File: config.mk
export PLATFORM = sky130hd
export DESIGN_NAME = switch_change_detector
export DESIGN_NICKNAME = d
export VERILOG_FILES = /design/src/rtl/switch_change_detector.sv
export SDC_FILE = /design/constraint.sdc
export NUM_CORES = 1
export LEC_CHECK = 0
export ABC_AREA = 0
export BUFFER_PORTS_ARGS = -buffer_cell sky130_fd_sc_hd__buf_2
export CAP_MARGIN = 15
export CORE_MARGIN = 3
export CORE_UTILIZATION = 41
export CTS_CLUSTER_SIZE = 28
export DETAILED_ROUTE_END_ITERATION = 8
export GPL_ROUTABILITY_DRIVEN = 0
export PLACE_DENSITY_LB_ADDON = 0.25
export SLEW_MARGIN = 20
export SYNTH_ARGS = -nofsm -noshare
export SYNTH_HDL_FRONTEND = slang
export SYNTH_SLANG_ARGS = --single-unit
File: constraint.sdc
create_clock -name clk -period 3.3 [get_ports clk]
set_input_delay 0.66 -clock clk [delete_from_list [all_inputs] [get_ports clk]]
set_output_delay 0.66 -clock clk [all_outputs]
set_load 0.05 [all_outputs]
File: src/rtl/switch_change_detector.sv
// Multi-channel switch change detector: synchronise, debounce and report accepted
// transitions as one-cycle pulses plus a sticky, acknowledgeable event mask.
module switch_change_detector #(
    parameter int unsigned N               = 8,
    parameter int unsigned SYNC_STAGES     = 2,
    parameter int unsigned DEBOUNCE_CYCLES = 4
) (
    input  logic         clk,
    input  logic         rst,
    input  logic [N-1:0] sw_in,
    output logic [N-1:0] sw_state,
    output logic [N-1:0] change_pulse,
    output logic [N-1:0] rise_pulse,
    output logic [N-1:0] fall_pulse,
    output logic         ready,
    output logic         event_valid,
    output logic [N-1:0] event_mask,
    input  logic         event_ack
);

    localparam int unsigned CNT_W   = $clog2(DEBOUNCE_CYCLES + 1);
    localparam int unsigned PRIME_W = $clog2(SYNC_STAGES + 1);
    localparam logic [CNT_W-1:0]   CNT_LAST   = CNT_W'(DEBOUNCE_CYCLES - 1);
    localparam logic [PRIME_W-1:0] PRIME_LAST = PRIME_W'(SYNC_STAGES);

    typedef enum logic {
        PRIME,
        ARMED
    } stateT;

    stateT               state;
    stateT               stateNext;
    logic [PRIME_W-1:0]  primeCnt;
    logic [PRIME_W-1:0]  primeCntNext;
    logic                readyNext;

    logic [N-1:0]        syncChain [SYNC_STAGES];
    logic [N-1:0]        syncOut;
    logic [CNT_W-1:0]    cnt       [N];
    logic [CNT_W-1:0]    cntNext   [N];
    logic [N-1:0]        swStateNext;
    logic [N-1:0]        changeNext;
    logic [N-1:0]        riseNext;
    logic [N-1:0]        fallNext;
    logic [N-1:0]        maskNext;

    assign syncOut     = syncChain[SYNC_STAGES-1];
    assign event_valid = |event_mask;

    // Metastability synchroniser, one chain per channel
    always_ff @(posedge clk or posedge rst) begin
        if (rst) begin
            for (int unsigned s = 0; s < SYNC_STAGES; s++) begin
                syncChain[s] <= '0;
            end
        end else begin
            syncChain[0] <= sw_in;
            for (int unsigned s = 1; s < SYNC_STAGES; s++) begin
                syncChain[s] <= syncChain[s-1];
            end
        end
    end

    // State, debounce counters and registered outputs
    always_ff @(posedge clk or posedge rst) begin
        if (rst) begin
            state        <= PRIME;
            primeCnt     <= '0;
            ready        <= 1'b0;
            sw_state     <= '0;
            change_pulse <= '0;
            rise_pulse   <= '0;
            fall_pulse   <= '0;
            event_mask   <= '0;
            for (int unsigned c = 0; c < N; c++) begin
                cnt[c] <= '0;
            end
        end else begin
            state        <= stateNext;
            primeCnt     <= primeCntNext;
            ready        <= readyNext;
            sw_state     <= swStateNext;
            change_pulse <= changeNext;
            rise_pulse   <= riseNext;
            fall_pulse   <= fallNext;
            event_mask   <= maskNext;
            for (int unsigned c = 0; c < N; c++) begin
                cnt[c] <= cntNext[c];
            end
        end
    end

    always_comb begin
        stateNext    = state;
        primeCntNext = primeCnt;
        readyNext    = ready;
        swStateNext  = sw_state;
        changeNext   = '0;
        for (int unsigned c = 0; c < N; c++) begin
            cntNext[c] = '0;
        end

        unique case (state)
            // Load power-up levels silently until the synchronisers are full
            PRIME: begin
                swStateNext = syncOut;
                if (primeCnt == PRIME_LAST) begin
                    stateNext = ARMED;
                    readyNext = 1'b1;
                end else begin
                    primeCntNext = primeCnt + PRIME_W'(1);
                end
            end
            ARMED: begin
                for (int unsigned c = 0; c < N; c++) begin
                    if (syncOut[c] == sw_state[c]) begin
                        cntNext[c] = '0;
                    end else if (cnt[c] == CNT_LAST) begin
                        swStateNext[c] = syncOut[c];
                        changeNext[c]  = 1'b1;
                    end else begin
                        cntNext[c] = cnt[c] + CNT_W'(1);
                    end
                end
            end
            default: begin
                stateNext = PRIME;
            end
        endcase

        riseNext = changeNext & swStateNext;
        fallNext = changeNext & ~swStateNext;
        // A pulse coincident with the ack survives the clear
        maskNext = (event_ack ? '0 : event_mask) | changeNext;
    end

endmodule

==> results_dict.tcl, run 1 <==
set metrics [dict create \
    status "complete, no violations" \
    synth-edff-count 0 \
    startpoint_type "flop" \
    num_rows 30 \
    clock_tree.root_cell "clkbuf_8" \
    drc 0 \
    yosys.area_share.adder 0.0365 \
    powerDensity_nw_per_um2 875 \
    numClockSinks 84 \
    overflow 0 \
    drive_above_1_share 0.326 \
    drtIter0Drc 74 \
    p_total_w 0.00325 \
    grt_pass1_vias 1908 \
    avgRoutedWirePerCell_um 12.6 \
    netlist_area_um2 3080 \
    die_h_um 92.7 \
    slew_violations 0 \
    track_usage 0.135 \
    setup_viol 0 \
    synth-async-reset-ratio 1.00 \
    grt_max_degree 85 \
    clockBufferDepth 2 \
    die_w_um 92.7 \
    synth_top_area_frac 0.682 \
    hp-class "reg -> reg" \
    synth.avg_cell_area_um2 13.3 \
    cp_cell_sequence "nor4_1 > nand2_1 > buf_2" \
    io_buffers 52 \
    avgViaCountPerCell 4.60 \
    clock_skew_ns 0.00976 \
    ys_warn_count 0 \
    fill_cells 632 \
    dieArea_um2 8590 \
    layout_worst_path_cycle_share 0.604 \
    cts_tree "done" \
    finalHoldViolCount 0 \
    grt_pass1_wl_um 9050 \
    synthTopCellsByArea "dfrtp_1, nor3b_2, ha_1" \
    post-cts-setup-buffers 0 \
    tightest_slew_ns 0.422 \
    fin_crit_ns 1.99 \
    hpwl_um 3400 \
    clk_latency_ns 0.34 \
    p_leak_nw 1.92 \
    yosys.area.top_type "dfrtp_1" \
    cts_resized 0 \
    synthSimpleGateAreaFrac 0.173 \
    peakVddDrop_uv 359 \
    io_pins 53 \
    layout.nets 313 \
    critPathRequiredTime_ns 2.64 \
    yosysSeqAreaShare 0.682 \
    htreeDepth 3 \
    vias 1813 \
    route.antenna.remaining_nets 0 \
    synth_top_flop_cell "dfrtp_1" \
    fmax_ghz 0.501 \
    critPathTopFamily "flip-flops" \
    cts_hold_buf 0 \
    muxShareOfSynthArea 0.0292 \
    syn_inst 232 \
    cts_made_buffers 9 \
    cap_violations 0 \
    areaGrowthSynthToFinish_pct 20.5 \
    setup-tns-final_ns 0 \
    rsz0062_at_grt "false" \
    cp_max_fo 3 \
    final_common_cell "dfrtp_1" \
    dpl.cell_count 378 \
    cpPeakStageDelay_ns 0.40 \
    synth_top_family_by_area "simple AND/OR/NAND/NOR gates" \
    routed_wl_um 4970 \
    initial_core_util 0.439 \
    synth.net_count 252 \
    core_um2 7020 \
    crit_path_end_kind "output pin" \
    diodes 0 \
    arrival_ns 1.33 \
    crit_buf_inv 1 \
    drt-pass1-iter-count 4 \
    final_cell_mix "dfrtp_1, buf_2, nor2_1" \
    synth_compound_area_frac 0.0195 \
    critPathKind "reg -> out" \
    path_clk_slew_ns 0.08 \
    layout.cells.non_filler 394 \
    synth_xor_area_frac 0.0256 \
    synth-seq-cells 84 \
    relSlewSlack 0.718 \
    synth_cell_types 28 \
    antenna_found_initial 0 \
    cp_slowest_cell "dfrtp_1" \
    final_util 0.529 \
]
## registers in the layout (all words and copies together), names as in the netlist
register / cells
syncChain: 8
syncOut: 8
change_pulse: 8
ready: 1
fall_pulse: 8
state: 1
cnt: 24
rise_pulse: 8
event_mask: 8
primeCnt: 2
sw_state: 8
## metal layers
layer,vias up,share of wire,GRT usage
li1,887,-,-
met1,870,0.44,0.171
met2,51,0.49,0.214
met3,5,0.063,0.0455
met4,0,0.0077,0.0549
met5,-,0,0
## through the flow
| step | instance area [um2] | worst slack (ns) | hold slack (ns) |
|---|---|---|---|
| final | 3710 | 1.31 | 0.350 |
| after global routing | 3710 | 1.22 | 0.358 |
| after floorplan | 3080 | 0.475 | 0.331 |
| after global placement | 3460 | 1.66 | 0.333 |
| after detailed placement | 3460 | 1.66 | 0.335 |
| after CTS | 3710 | 1.26 | 0.354 |
## where the power goes
part / switching, W / leakage, nW / internal, W / total [W]
clock: 0.000347 / 0.122 / 0.000523 / 0.000870
combinational: 0.000716 / 0.712 / 0.000319 / 0.00104
sequential: 0.000127 / 1.08 / 0.00122 / 0.00134
total: 0.00119 / 1.92 / 0.00206 / 0.00325
## cells by family after synthesis
family,after synthesis
and+or+nand+nor,87
xor gates and xnor gates,9
muxes,8
DFF,84
AOI/OAI and AO/OA,10
adders and majority gates,9
buffers and inverters,25
## final cells by class
cell class,instances,area [um2],area share
clock buffers,10,138,0.0371
multi-input cells,123,873,0.235
repair buffers,54,288,0.0775
clock inverters,6,111,0.0300
inverters,21,80.1,0.0216
flip-flops and latches,84,2100,0.566
well taps,96,120,0.0324
## synth_stat cells, drive strengths merged (3+ instances only)
cell and n:
buf 3, dfrtp 84, ha 9, inv 21, mux2 8, nand2 14, nand2b 6, nand3b 6
nor2 24, nor3 6, nor3b 14, o21ai 3, o22ai 6, or2 7, xnor2 7
## final timing paths
check	to	startpoint	cells past startpoint	slack (ns)
hold reg to reg	syncOut[0]$_DFF_PP0_	syncChain[8]$_DFF_PP0_	0	0.35
hold / removal	syncOut[0]$_DFF_PP0_	syncChain[8]$_DFF_PP0_	0	0.35
setup / recovery	event_valid	event_mask[2]$_DFF_PP0_	3	1.31
setup reg to reg	sw_state[1]$_DFF_PP0_	cnt[18]$_DFF_PP0_	4	1.97
min in group asynchronous	change_pulse[4]$_DFF_PP0_	rst	3	0.39
max in group asynchronous	syncOut[5]$_DFF_PP0_	rst	3	2.58
(Power assumes the default switching activity.)
==> inputs of run 2 (changes only) <==
--- a/config.mk
+++ b/config.mk
@@ -5,7 +5,7 @@
 export SDC_FILE = /design/constraint.sdc
 export NUM_CORES = 1
 export LEC_CHECK = 0
-export ABC_AREA = 0
+export ABC_AREA = 1
 export BUFFER_PORTS_ARGS = -buffer_cell sky130_fd_sc_hd__buf_2
 export CAP_MARGIN = 15
 export CORE_MARGIN = 3
==> constraint.sdc (replaced) <==
create_clock -name clk -period 2 [get_ports clk]
set_input_delay 0.4 -clock clk [delete_from_list [all_inputs] [get_ports clk]]
set_output_delay 0.4 -clock clk [all_outputs]
set_load 0.05 [all_outputs]
==> results_dict.tcl, run 2 <==
set metrics [dict create \
    yosys-top-cells-count "inv_1, nand2_1, dfrtp_1" \
    drt-pass1-iter-count 4 \
    overflow 0 \
    relSlewSlack 0.706 \
    p_total_w 0.00522 \
    final_common_cell "nand2_1" \
    cp_max_fo 3 \
    synth-async-reset-ratio 1.00 \
    die_h_um 95.7 \
    avgRoutedWirePerCell_um 10.6 \
    tightest_slew_ns 0.441 \
    synth.avg_cell_area_um2 9.35 \
    synth-edff-count 0 \
    dieArea_um2 9170 \
    fin_crit_ns 1.56 \
    rsz0062_at_grt "false" \
    io_buffers 52 \
    io_pins 53 \
    startpoint_type "flop" \
    initial_core_util 0.425 \
    clk_latency_ns 0.34 \
    p_leak_nw 2.42 \
    largest_reg_flops 24 \
    cts_tree "done" \
    cap_violations 0 \
    synth_cell_types 14 \
    arrival_ns 1.16 \
    num_rows 32 \
    worst_slack_ns 0.438 \
    drive_above_1_share 0.177 \
    hp-class "in -> async" \
    place_ws_ns 0.791 \
    grt_pass1_wl_um 9150 \
    drtIter0Drc 60 \
    cts_resized 0 \
    vias 2264 \
    areaGrowthSynthToFinish_pct 18.1 \
    avgViaCountPerCell 4.35 \
    layout.nets 434 \
    top_register "cnt" \
    setup_viol 0 \
    status "complete, no violations" \
    synth-seq-cells 84 \
    r2r_end "change_pulse[4]$_DFF_PP0_" \
    numClockSinks 84 \
    clock_tree.root_cell "clkbuf_8" \
    layout_worst_path_cycle_share 0.781 \
    slew_violations 0 \
    crit_path_end_kind "output pin" \
    rrSetupSlack_ns 0.89 \
    cts_hold_buf 0 \
    routed_wl_um 5500 \
    yosysSeqAreaShare 0.637 \
    die_w_um 95.7 \
    peakVddDrop_uv 595 \
    timing.rr.start "cnt[9]$_DFF_PP0_" \
    dpl.cell_count 505 \
    setup-tns-final_ns 0 \
    core_um2 7770 \
    antenna_found_initial 0 \
    synth_top_flop_cell "dfrtp_1" \
    critPathKind "reg -> out" \
    drc 0 \
    netlist_area_um2 3300 \
    critPathRequiredTime_ns 1.60 \
    cts_made_buffers 9 \
    diodes 0 \
    syn_inst 353 \
    htreeDepth 3 \
    fmax_ghz 0.640 \
    route.antenna.remaining_nets 0 \
    yosys.area.top_type "dfrtp_1" \
    path_clk_slew_ns 0.08 \
    layout.cells.non_filler 521 \
    powerDensity_nw_per_um2 1340 \
    critPathLaunch "event_mask[4]$_DFF_PP0_" \
    clockBufferDepth 2 \
    crit_end "event_valid" \
    post-cts-setup-buffers 0 \
    grt_pass1_vias 2143 \
    final_cell_mix "nand2_1, inv_1, dfrtp_1" \
    ys_warn_count 0 \
    grt_max_degree 85 \
    final_util 0.502 \
    clock_skew_ns 0.00927 \
    synth.net_count 373 \
    synthTopCellsByArea "dfrtp_1, inv_1, nand2_1" \
    track_usage 0.131 \
    ff2ff_path_depth 5 \
    finalHoldViolCount 0 \
    synth_top_area_frac 0.637 \
    hpwl_um 3950 \
]
==> run 2: worst max-delay path: stages, from the launching register on <==
cell and delay (ns):
dfrtp_1 0.40, nor2_1 0.12, nand4_1 0.09, buf_2 0.22
==> run 2: layout make-up <==
cell class / count / area (um2)
fillers: 768 / 3870
flip-flops and latches: 84 / 2100
multi-input cells: 179 / 840
inverters: 85 / 323
repair buffers: 55 / 295
clock buffers: 11 / 151
well taps: 102 / 128
clock inverters: 5 / 60.1
==> run 2: logic make-up (layout without fill, tap and decap cells) <==
| family | Yosys count | in the layout | share of synthesized area |
|---|---|---|---|
| buffers and inverters | 90 | 156 | 0.109 |
| DFF | 84 | 84 | 0.637 |
| adders and majority gates | 9 | 9 | 0.0341 |
| xor gates and xnor gates | 1 | 1 | 0.00265 |
| and+or+nand+nor | 164 | 164 | 0.209 |
| AOI/OAI and AO/OA | 5 | 5 | 0.00834 |
==> run 2: per-stage QoR <==
| stage | hold WS (ns) | cell area, um2 |
|---|---|---|
| floorplan | 0.331 | 3310 |
| global placement | 0.332 | 3690 |
| detailed placement | 0.337 | 3690 |
| CTS | 0.137 | 3900 |
| global route | 0.136 | 3900 |
| finish | 0.143 | 3900 |
==> run 2: worst min path at each step <==
stage / startpoint / endpoint / slack, ns / cells past startpoint
6_report: rst / syncChain[14]$_DFF_PP0_ / 0.14 / 3
5_1_grt: sw_in[2] / syncChain[10]$_DFF_PP0_ / 0.14 / 1
4_1_cts: sw_in[5] / syncChain[13]$_DFF_PP0_ / 0.14 / 1
3_5_place_dp: syncChain[14]$_DFF_PP0_ / syncOut[6]$_DFF_PP0_ / 0.34 / 0
3_3_place_gp: syncChain[13]$_DFF_PP0_ / syncOut[5]$_DFF_PP0_ / 0.33 / 0
2_1_floorplan: syncChain[8]$_DFF_PP0_ / syncOut[0]$_DFF_PP0_ / 0.33 / 0
==> run 2: where the power goes <==
group          total (W)  switching [W]  internal (W)
Clock            0.00123       0.000587      0.000647
Sequential       0.00222       0.000203       0.00201
Combinational    0.00177        0.00133      0.000448
==> run 2: layer usage <==
layer | track usage | wire length, um
met1 | 0.168 | 2570
met2 | 0.202 | 2600
met3 | 0.0328 | 258
met4 | 0.0770 | 78
met5 | 0 | 0
==> inputs of run 3 (changes only) <==
==> constraint.sdc (replaced) <==
create_clock -name clk -period 1.4 [get_ports clk]
set_input_delay 0.28 -clock clk [delete_from_list [all_inputs] [get_ports clk]]
set_output_delay 0.28 -clock clk [all_outputs]
set_load 0.05 [all_outputs]
==> results_dict.tcl, run 3 (same netlist as run 2, synthesis figures left out) <==
set metrics [dict create \
    cp_slowest_cell "dfrtp_2" \
    arrival_ns 1.19 \
    vias 2337 \
    dpl.cell_count 505 \
    cp_cell_sequence "nor2_2 > nand4_1 > buf_6" \
    layout_worst_path_cycle_share 1.05 \
    hp-class "in -> reg" \
    grt_max_degree 50 \
    relSlewSlack 0.714 \
    diodes 0 \
    top_register "cnt" \
    avgViaCountPerCell 4.43 \
    grt_pass1_wl_um 9140 \
    core_um2 7770 \
    critPathRequiredTime_ns 1.12 \
    clk_latency_ns 0.35 \
    clock_skew_ns 0.0124 \
    startpoint_type "flop" \
    setup-tns-final_ns -0.0668 \
    avgRoutedWirePerCell_um 10.5 \
    areaGrowthSynthToFinish_pct 20.4 \
    track_usage 0.133 \
    use_met1 0.154 \
    peakVddDrop_uv 870 \
    fin_crit_ns 1.47 \
    initial_core_util 0.425 \
    tightest_slew_ns 0.429 \
    clock_tree.root_cell "clkbuf_8" \
    slew_violations 0 \
    cpPeakStageDelay_ns 0.42 \
    busiest_layer "met2" \
    hpwl_um 3880 \
    worst_slack_ns -0.0668 \
    final_common_cell "nand2_1" \
    overflow 0 \
    grt.met2_usage 0.218 \
    die_w_um 95.7 \
    cts_tree "done" \
    powerDensity_nw_per_um2 1860 \
    place_ws_ns 0.238 \
    violations "setup timing" \
    cp_max_fo 2 \
    grt_pass1_vias 2127 \
    layout.cells.non_filler 528 \
    final_cell_mix "nand2_1, inv_1, dfrtp_1" \
    p_leak_nw 2.43 \
    finalHoldViolCount 0 \
    htreeDepth 3 \
    critPathKind "reg -> out" \
    cts_made_buffers 9 \
    routed_wl_um 5560 \
    dieArea_um2 9170 \
    die_h_um 95.7 \
    numClockSinks 84 \
    crit_path_end_kind "output pin" \
    path_clk_slew_ns 0.08 \
    route.antenna.remaining_nets 0 \
    drt-pass1-iter-count 4 \
    fmax_ghz 0.682 \
    clockBufferDepth 2 \
    fill_cells 717 \
    drive_above_1_share 0.204 \
    drc 0 \
    io_buffers 52 \
    met3_usage 0.0586 \
    setup_viol 1 \
    drtIter0Drc 70 \
    cap_violations 0 \
    io_pins 53 \
    rsz0062_at_grt "true" \
    layout.nets 441 \
    largest_reg_flops 24 \
    antenna_found_initial 0 \
    num_rows 32 \
    status "finished, violations left" \
]
## run 3: area by class of cell
class                           instances  area [um2]  area share
Clock buffer                           12         145      0.0365
Clock inverter                          4        27.5     0.00692
Inverter                               85         323      0.0812
Multi-Input combinational cell        179         845       0.212
Sequential cell                        84        2110       0.531
Tap cell                              102         128      0.0321
Timing Repair Buffer                   62         397      0.0997
## run 3: path summary, 6_finish.rpt
kind / from / endpoint / slack (ns) / cells past startpoint
max: event_mask[1]$_DFF_PP0_ / event_valid / -0.07 / 3
min: sw_in[4] / syncChain[12]$_DFF_PP0_ / 0.03 / 1
max reg2reg: primeCnt[0]$_DFFE_PP0P_ / primeCnt[1]$_DFFE_PP0P_ / 0.30 / 6
min reg2reg: syncChain[13]$_DFF_PP0_ / syncOut[5]$_DFF_PP0_ / 0.34 / 0
max in group asynchronous: rst / syncOut[7]$_DFF_PP0_ / 0.45 / 4
min in group asynchronous: rst / syncOut[5]$_DFF_PP0_ / 0.54 / 4
## run 3: worst max-delay path: cells and delay by family (launching register included)
kind	cells	cell delay [ns]
buf+inv	1	0.18
simple gates	2	0.23
flops	1	0.42
## run 3: repair_timing
item | in CTS | in global routing
hold endpoints to repair | 31 | 1
resized for setup | 6 | 10
pin swaps | 2 | 0
hold buffers | 1 | 1
setup buffers | 5 | 0
endpoints found under the setup margin | 1 | 8
## run 3: metrics by stage
stage / power, W / util / area, um2 / hold slack [ns]
after global placement: 0.00573 / 0.478 / 3710 / 0.333
after floorplan: 0.00519 / - / 3320 / 0.311
after CTS: 0.00747 / 0.508 / 3950 / 0.00389
after global routing: 0.00796 / 0.512 / 3980 / 0.00461
final: 0.00740 / 0.512 / 3980 / 0.0276
after detailed placement: 0.00579 / 0.478 / 3710 / 0.335
## run 3: layer usage
layer  up-vias  share of wire
met1      1100           0.44
met4         0         0.0083
li1       1190              -
met3         4          0.056
met5         -              0
met2        43           0.49
## run 3: report_power, final
part / internal (W) / total (W) / switching, W
Combinational: 0.000789 / 0.00273 / 0.00194
Sequential: 0.00289 / 0.00317 / 0.000279
Clock: 0.000690 / 0.00150 / 0.000812
Total: 0.00437 / 0.00740 / 0.00303
